`src/rtl/gf_pkg.sv`:
```
// gf_pkg: shared GF(2^N) constants, FSM state type and squaring helper
package gf_pkg;
  localparam int GF_N = 6;
  localparam logic [6:0] GF_POLY = 7'b1000011;
  typedef enum logic [1:0] {IDLE, RUN, DONE} gf_state_e;
  function automatic int gf_ew(input int n);
    return n;
  endfunction
  function automatic int gf_cw(input int ew);
    return ew > 1 ? $clog2(ew) : 1;
  endfunction
  function automatic logic [15:0] gf_sq(input logic [15:0] a, input logic [16:0] poly, input int n);
    logic [31:0] p;
    p = '0;
    for (int i = 0; i < 16; i++)
      if (i < n) p[2*i] = a[i];
    for (int i = 30; i >= 0; i--)
      if (i >= n && p[i]) p = p ^ ({15'b0, poly} << (i - n));
    return p[15:0];
  endfunction
endpackage

```
`src/rtl/gf_mul_poly.sv`:
```
// gf_mul_poly: combinational a*b mod POLY over GF(2^N), shift-and-add
module gf_mul_poly #(
  parameter int N = 6,
  parameter logic [N:0] POLY = 7'b1000011
) (
  input  logic [N-1:0] a,
  input  logic [N-1:0] b,
  output logic [N-1:0] y
);
  // Horner over b from MSB: r = r*alpha mod POLY, then add a if b bit set
  always_comb begin
    y = '0;
    for (int i = N - 1; i >= 0; i--)
      y = {y[N-2:0], 1'b0} ^ (y[N-1] ? POLY[N-1:0] : '0) ^ (b[i] ? a : '0);
  end
endmodule

```
`src/rtl/gf_power_seq.sv`:
```
// gf_power_seq: sequential y = x^e over GF(2^N), left-to-right square-and-multiply
module gf_power_seq
  import gf_pkg::*;
#(
  parameter int N = GF_N,
  parameter logic [N:0] POLY = GF_POLY,
  parameter int EW = gf_ew(N)
) (
  input  logic          clk,
  input  logic          rst_n,
  input  logic          in_valid,
  output logic          in_ready,
  input  logic [N-1:0]  in_x,
  input  logic [EW-1:0] in_exp,
  output logic          out_valid,
  input  logic          out_ready,
  output logic [N-1:0]  out_y,
  output logic          busy
);
  localparam int CW = gf_cw(EW);
  gf_state_e state, nxt;
  logic [N-1:0] x, acc, sq, bsel, prod;
  logic [EW-1:0] e;
  logic [CW-1:0] cnt;
  logic [15:0] sq_full;
  // squarer feeds the multiplier within the same cycle
  always_comb begin
    sq_full = gf_sq(16'(acc), 17'(POLY), N);
    sq = sq_full[N-1:0];
    bsel = e[cnt] ? x : N'(1);
  end
  gf_mul_poly #(.N(N), .POLY(POLY)) u_mul (.a(sq), .b(bsel), .y(prod));
  // next state and handshake outputs, all state-based
  always_comb begin
    nxt = (state == IDLE && in_valid) ? RUN :
          (state == RUN && cnt == '0) ? DONE :
          (state == DONE && out_ready) ? IDLE : state;
    in_ready = state == IDLE;
    out_valid = state == DONE;
    busy = state != IDLE;
    out_y = acc;
  end
  // state register
  always_ff @(posedge clk or negedge rst_n)
    if (!rst_n) state <= IDLE;
    else state <= nxt;
  // operand latch and one exponent bit per RUN cycle
  always_ff @(posedge clk or negedge rst_n)
    if (!rst_n) begin
      x <= '0;
      e <= '0;
      acc <= '0;
      cnt <= '0;
    end else if (state == IDLE && in_valid) begin
      x <= in_x;
      e <= in_exp;
      acc <= N'(1);
      cnt <= CW'(EW - 1);
    end else if (state == RUN) begin
      acc <= prod;
      cnt <= cnt - 1'b1;
    end
endmodule

```
`config.mk`:
```
export PLATFORM = sky130hd
export DESIGN_NAME = gf_power_seq
export DESIGN_NICKNAME = d
export VERILOG_FILES = /design/src/rtl/gf_pkg.sv /design/src/rtl/gf_mul_poly.sv /design/src/rtl/gf_power_seq.sv
export SDC_FILE = /design/constraint.sdc
export NUM_CORES = 1
export LEC_CHECK = 0
export BUFFER_PORTS_ARGS = -buffer_cell sky130_fd_sc_hd__buf_2
export CORE_UTILIZATION = 55
export DETAILED_ROUTE_END_ITERATION = 10
export PLACE_DENSITY = 0.77
export RECOVER_POWER = 25
export SYNTH_ARGS = -nofsm -noshare
export SYNTH_HDL_FRONTEND = slang
export SYNTH_SLANG_ARGS = --single-unit
```
`constraint.sdc`:
```
create_clock -name clk -period 4.7 [get_ports clk]
set_input_delay 0.705 -clock clk [delete_from_list [all_inputs] [get_ports clk]]
set_output_delay 0.705 -clock clk [all_outputs]
set_load 0.03 [all_outputs]
```
==> results of run 1 <==
==> routing by layer <==
metal,vias to the layer above,routed length (um)
li1,762,-
met1,748,1788
met2,37,1993
met3,4,133
met4,0,42
met5,-,0
==> worst paths after layout <==
kind	end	slack, ps	cells after the start	from
max in group asynchronous	out_y[0]$_DFFE_PN0P_	3260	1	rst_n
worst min-delay path	e[3]$_DFFE_PN0P_	520	1	e[3]$_DFFE_PN0P_
worst max-delay path	out_y[2]$_DFFE_PN0P_	2450	6	out_y[5]$_DFFE_PN0P_
worst min register to register	e[3]$_DFFE_PN0P_	520	1	e[3]$_DFFE_PN0P_
worst max register to register	out_y[2]$_DFFE_PN0P_	2450	6	out_y[5]$_DFFE_PN0P_
min in group asynchronous	x[5]$_DFFE_PN0P_	650	1	rst_n
==> power groups by stage <==
stage / sequential [uW] / clock, uW / combinational (uW)
3_5_place_dp: 202 / 0 / 10.1
5_1_grt: 198 / 104 / 11.1
4_1_cts: 198 / 98.7 / 10.1
6_report: 198 / 93.2 / 9.61
2_1_floorplan: 202 / 0 / 0.123
3_3_place_gp: 202 / 0 / 9.92
==> cell families after synthesis <==
group                    after synthesis  synth area share (%)
XOR/XNOR                              17                 11.51
buffers and inverters                 28                 7.259
multiplexers                          22                 12.69
AO/OA/AOI/OAI                         50                 17.99
adder cells (fa/ha/maj)                2                 1.308
AND/OR/NAND/NOR                       66                 19.16
flip-flops                            23                 30.08
==> through the flow <==
step	cells	utilization [%]
6_report	263	60.26
5_1_grt	263	60.26
2_1_floorplan	208	-
3_5_place_dp	259	59.51
3_3_place_gp	259	59.51
4_1_cts	263	60.29
==> sequential cells by signal, summed over array words and instances (netlist names) <==
register and cells:
state 2, e 6, cnt 3, out_y 6, x 6
==> placed cells by master (no fill, tap or decap), types with 2 or more instances in the layout <==
cell	count
nand3_1	5
nor2_1	9
a211o_1	2
clkbuf_1	2
nand3b_1	2
nor3b_1	5
clkbuf_4	3
nor2b_1	8
mux2_2	14
o21ai_1	4
xnor3_1	3
inv_1	9
o21ai_0	8
o32a_1	2
a31oi_1	2
ha_1	2
a21oi_1	13
xnor2_1	5
xor3_1	2
a221oi_2	2
nand2b_1	3
nand4bb_1	2
xor2_1	7
mux2i_1	7
o211ai_1	6
dfrtp_1	23
buf_2	23
and3_1	3
nor4bb_1	2
nand2_1	22
a211oi_1	3
==> final cells by class <==
type                    count  share of cell area [%]
clock buffers               4                   1.307
inverters                   9                   1.680
multi-input cells         157                   59.61
flip-flops and latches     23                   28.62
well taps                  46                   2.862
repair buffers             24                   5.912
==> impl_metrics.py, run 1 <==
metrics = {
    "outcome": {
        "status": "completed",
    },
    "sta": {
        "fmax_mhz": 444.8,
        "finalSetupViolCount": 0,
        "worstMarginPinSlew_ps": 1317,
        "slew_viol_final": 0,
        "skew_ps": 15.69,
        "maxSlewHeadroom_pct": 12.19,
        "grt_setup_unrepaired": "no",
        "timing.hold.ws_ps": 521.0,
        "setup_tns_ps": 0,
        "hold_viol": 0,
        "period_needed_ps": 2248,
        "final.setup.worst_slack_ps": 2452,
        "finalCritPeriodShare_pct": 47.83,
    },
    "power_and_ir_drop": {
        "p_clk_share_pct": 31.0,
        "comb_power_share_pct": 3.2,
        "p_sw_share_pct": 21.78,
        "peakVddDrop_v": 0.0001180,
        "p_total_uw": 300.7,
        "internal_power_uw": 235.2,
        "p_leak_uw": 0.0009609,
        "switching_power_uw": 65.48,
        "power_density_mw_per_mm2": 149.6,
        "p_seq_share_pct": 65.8,
    },
    "detailed_routing": {
        "drtPass1Iterations": 4,
        "via_per_inst": 5.897,
        "vias": 1551,
        "drc": 0,
        "drt-wirelength-per-cell_um": 15.05,
        "ant_nets": 0,
        "drtIter0Drc": 88,
        "drt_wl_total_mm": 3.958,
    },
    "cts": {
        "root_buffer": "clkbuf_4",
        "cts_made_buffers": 3,
        "path_clk_slew_ps": 140,
        "cts_sinks": 23,
        "h-tree-depth": 1,
        "ctsResizeCount": 0,
        "cts_setup_buffers": 0,
        "clock_latency_ps": 310,
        "cts_hold_buf": 0,
        "tritoncts": "done",
        "cts_buffer_depth": 2,
    },
    "place": {
        "io_buffers": 24,
        "dp_hpwl_mm": 2.797,
        "place_ws_ps": 2531,
        "place_congestion": 0.9308,
        "place_area_sq_mm": 0.001986,
    },
    "layout": {
        "fin_area_sq_mm": 0.002011,
        "area_delta_synth_final_pct": 5.101,
        "finalNetCount": 236,
        "diodes": 0,
        "register_area_sq_um": 575.6,
        "fillCellCount": 315,
        "final_layout_size_suffix_gt1_share_pct": 21.20,
        "multi_input_area_sq_mm": 0.001199,
    },
    "global_routing": {
        "grt_overflow_total": 0,
        "met2_usage_pct": 41.76,
        "antenna_found_initial": 0,
        "busiest_layer": "met2",
        "grt_max_degree": 24,
        "grt_pass1_vias": 1443,
        "grt_use_met3_pct": 3.625,
        "gr-usage-met1_pct": 32.39,
        "grt_use_total_pct": 24.72,
        "grt_pass1_wl_mm": 6.720,
    },
    "synthesis": {
        "synth_area_sq_mm": 0.001913,
        "syn_inst": 208,
        "synthDistinctLibCells": 46,
        "netlist.area_leader.share_pct": 30.09,
        "synth_common_cells": "dfrtp_1, nand2_1, mux2_2",
        "synth_edf_count": 0,
        "yosysTopAreaCell": "dfrtp_1",
        "synth.yosys.seq_area_share_pct": 30.09,
        "synthArstFlopShare_pct": 100.0,
        "syn_avg_cell_area_sq_um": 9.198,
        "synth_nets": 226,
        "ys_seq_elements": 23,
        "synth_area_leaders": "dfrtp_1, mux2_2, nand2_1",
        "synth.most_common_cell": "dfrtp_1",
        "ys.flop_type": "dfrtp_1",
        "ys_warn_count": 0,
    },
    "floorplanning": {
        "die_x_um": 60.98,
        "die_y_um": 60.98,
        "rows": 21,
        "dieArea_sq_mm": 0.003718,
        "start_util_pct": 57.33,
        "ios": 25,
        "coreArea_sq_mm": 0.003337,
    },
    "worst_setup_path": {
        "critPathCaptureType": "flop",
        "crit_family": "flip-flops",
        "slowest_stage": "dfrtp_1",
        "path_max_fanout": 18,
        "path_cells": "mux2_4 -> a221oi_2 -> xor2_1 -> nand2_1 -> xor3_1 -> o21ai_1",
        "cp.buffers_inverters": 0,
        "path_class": "reg2reg",
        "crit_required_ps": 4940,
        "cp.arrival_ps": 2480,
        "cp-start-kind": "flop",
        "cpPeakStageDelay_ps": 700,
    },
    "hold_path": {
        "hp-class": "reg2reg",
    },
    "run": {
        "maxCapViolations": 0,
    },
}
Power figures use the tool's default switching activity.
==> run 2, diff against run 1 <==
--- a/config.mk
+++ b/config.mk
@@ -6,9 +6,9 @@
 export NUM_CORES = 1
 export LEC_CHECK = 0
 export BUFFER_PORTS_ARGS = -buffer_cell sky130_fd_sc_hd__buf_2
-export CORE_UTILIZATION = 55
+export CORE_UTILIZATION = 52
 export DETAILED_ROUTE_END_ITERATION = 10
-export PLACE_DENSITY = 0.77
+export PLACE_DENSITY = 0.76
 export RECOVER_POWER = 25
 export SYNTH_ARGS = -nofsm -noshare
 export SYNTH_HDL_FRONTEND = slang
==> constraint.sdc (replaced) <==
create_clock -name clk -period 1.8 [get_ports clk]
set_input_delay 0.27 -clock clk [delete_from_list [all_inputs] [get_ports clk]]
set_output_delay 0.27 -clock clk [all_outputs]
set_load 0.03 [all_outputs]
==> run 2 against run 1 <==
Combinational power grew to 2.8 times the previous value. Register-to-register slack lost 2600 ps. Clock power grew to 3.7 times the previous value. Sequential share of layout area shrank 5.4 points. Critical endpoint is now out_y[3]$_DFFE_PN0P_. Critical path type unchanged. The run now ends with setup timing left.
==> impl_metrics.py, run 2 (synthesized netlist as in run 1, its figures left out) <==
metrics = {
    "hold_path": {
        "hp-class": "in2reg",
    },
    "sta": {
        "slew_viol_final": 0,
        "worstMarginPinSlew_ps": 615.0,
        "finalCritPeriodShare_pct": 110.5,
        "setup_tns_ps": -581.8,
        "final.setup.worst_slack_ps": -189.1,
        "period_needed_ps": 1989,
        "timing.hold.ws_ps": 161.3,
        "finalSetupViolCount": 6,
        "grt_setup_unrepaired": "yes",
        "skew_ps": 2.072,
        "hold_viol": 0,
        "fmax_mhz": 502.7,
        "maxSlewHeadroom_pct": 59.00,
    },
    "floorplanning": {
        "dieArea_sq_mm": 0.003926,
        "coreArea_sq_mm": 0.003442,
        "die_y_um": 62.66,
        "die_x_um": 62.66,
        "rows": 21,
        "ios": 25,
        "start_util_pct": 55.58,
    },
    "worst_setup_path": {
        "path_max_fanout": 4,
        "cp-start-kind": "flop",
        "cp.arrival_ps": 2180,
        "path_class": "reg2reg",
        "crit_required_ps": 1990,
        "critPathCaptureType": "flop",
    },
    "detailed_routing": {
        "via_per_inst": 5.787,
        "drc": 0,
        "vias": 1794,
        "drt-wirelength-per-cell_um": 15.65,
        "drt_wl_total_mm": 4.852,
        "drtIter0Drc": 68,
        "drtPass1Iterations": 4,
        "ant_nets": 0,
    },
    "global_routing": {
        "grt_use_total_pct": 25.21,
        "met2_usage_pct": 45.11,
        "grt_pass1_wl_mm": 7.665,
        "gr-usage-met1_pct": 29.96,
        "busiest_layer": "met2",
        "grt_overflow_total": 0,
        "grt_max_degree": 24,
        "grt_pass1_vias": 1739,
        "grt_use_met3_pct": 3.102,
        "antenna_found_initial": 0,
    },
    "cts": {
        "cts_buffer_depth": 2,
        "clock_latency_ps": 270,
        "h-tree-depth": 1,
        "path_clk_slew_ps": 90,
        "cts_made_buffers": 3,
        "cts_sinks": 23,
        "tritoncts": "done",
        "root_buffer": "clkbuf_8",
    },
    "power_and_ir_drop": {
        "peakVddDrop_v": 0.0003595,
        "p_sw_share_pct": 22.40,
        "p_clk_share_pct": 38.5,
        "p_leak_uw": 0.001202,
        "switching_power_uw": 198.0,
        "power_density_mw_per_mm2": 347.7,
        "p_seq_share_pct": 58.4,
        "internal_power_uw": 686.0,
        "comb_power_share_pct": 3.1,
    },
    "layout": {
        "multi_input_area_sq_mm": 0.001326,
        "fillCellCount": 272,
        "area_delta_synth_final_pct": 32.90,
        "fin_area_sq_mm": 0.002542,
        "final_layout_size_suffix_gt1_share_pct": 45.45,
        "finalNetCount": 283,
        "final_common_cell": "buf_4",
        "fin_util_pct": 73.86,
        "diodes": 0,
        "layout_common_cells": "buf_4, buf_2, nand2_1, mux2_2, dfrtp_1",
        "register_area_sq_um": 589.3,
    },
    "place": {
        "dp_hpwl_mm": 3.189,
        "place_congestion": 0.8138,
        "io_buffers": 24,
        "place_ws_ps": -144.8,
        "place_area_sq_mm": 0.002277,
    },
    "outcome": {
        "violations": "setup timing",
        "status": "finished with violations",
    },
    "run": {
        "maxCapViolations": 0,
    },
}
-- run 2: cell count changes in the layout (fill, tap and decap cells not counted), moves of 3 or more --
| cell | delta |
|---|---|
| clkbuf_8 | +3 |
| buf_4 | +43 |
| a21oi_2 | +3 |
| dfrtp_1 | -11 |
| buf_6 | +3 |
| a21oi_1 | -3 |
| dfrtp_2 | +11 |
| clkbuf_4 | -3 |
-- run 2: what timing repair did --
action | 4_1_cts | 5_1_grt
endpoints found under the hold margin | 23 | 0
endpoints found under the setup margin | 6 | 6
gates resized for setup | 13 | 21
setup buffers | 6 | 3
hold buffers | 1 | 0
pin swaps | 1 | 10
-- run 2: worst max-delay path: stages (launching register included) --
cell	delay, ps
dfrtp_1	430
mux2i_1	150
o32a_1	330
buf_4	170
a211oi_1	270
o22ai_1	180
a211o_1	290
o211ai_1	80
-- run 2: metal layers --
layer	part of all wire [%]	vias up
met1	41	873
met4	2.9	0
met5	0	-
met3	3.2	17
met2	52	53
li1	-	851
-- run 2: per-stage QoR --
step | power [uW] | std cells
after floorplan | 526.9 | 208
after global placement | 552.1 | 296
after detailed placement | 552.8 | 296
after CTS | 895.2 | 307
after global routing | 915.4 | 310
final | 884.0 | 310
-- run 2: area by class of cell --
cell class | count | share of cell area [%]
multi-input combinational | 157 | 52.17
sequential | 23 | 23.18
timing repair buffer | 71 | 19.14
clock buffer | 3 | 1.624
inverter | 9 | 1.329
clock inverter | 1 | 0.2953
tap | 46 | 2.264
-- run 2: path summary, 6_finish.rpt --
check,startpoint,to,slack (ps),cells after the start
max,cnt[2]$_DFFE_PN0P_,out_y[3]$_DFFE_PN0P_,-190,7
min,out_ready,state[1]$_DFFE_PN0P_,160,2
max reg2reg,cnt[2]$_DFFE_PN0P_,out_y[3]$_DFFE_PN0P_,-190,7
min reg2reg,e[1]$_DFFE_PN0P_,e[1]$_DFFE_PN0P_,510,1
max in group asynchronous,rst_n,out_y[2]$_DFFE_PN0P_,830,2
min in group asynchronous,rst_n,state[0]$_DFFE_PN0P_,530,2
-- run 2: power by group through the flow --
stage	logic (uW)	clock network (uW)	registers (uW)
5_1_grt	31.6	368	516
3_5_place_dp	26.4	0	526
3_3_place_gp	25.7	0	526
2_1_floorplan	0.319	0	527
4_1_cts	28.0	351	516
6_report	27.2	341	516
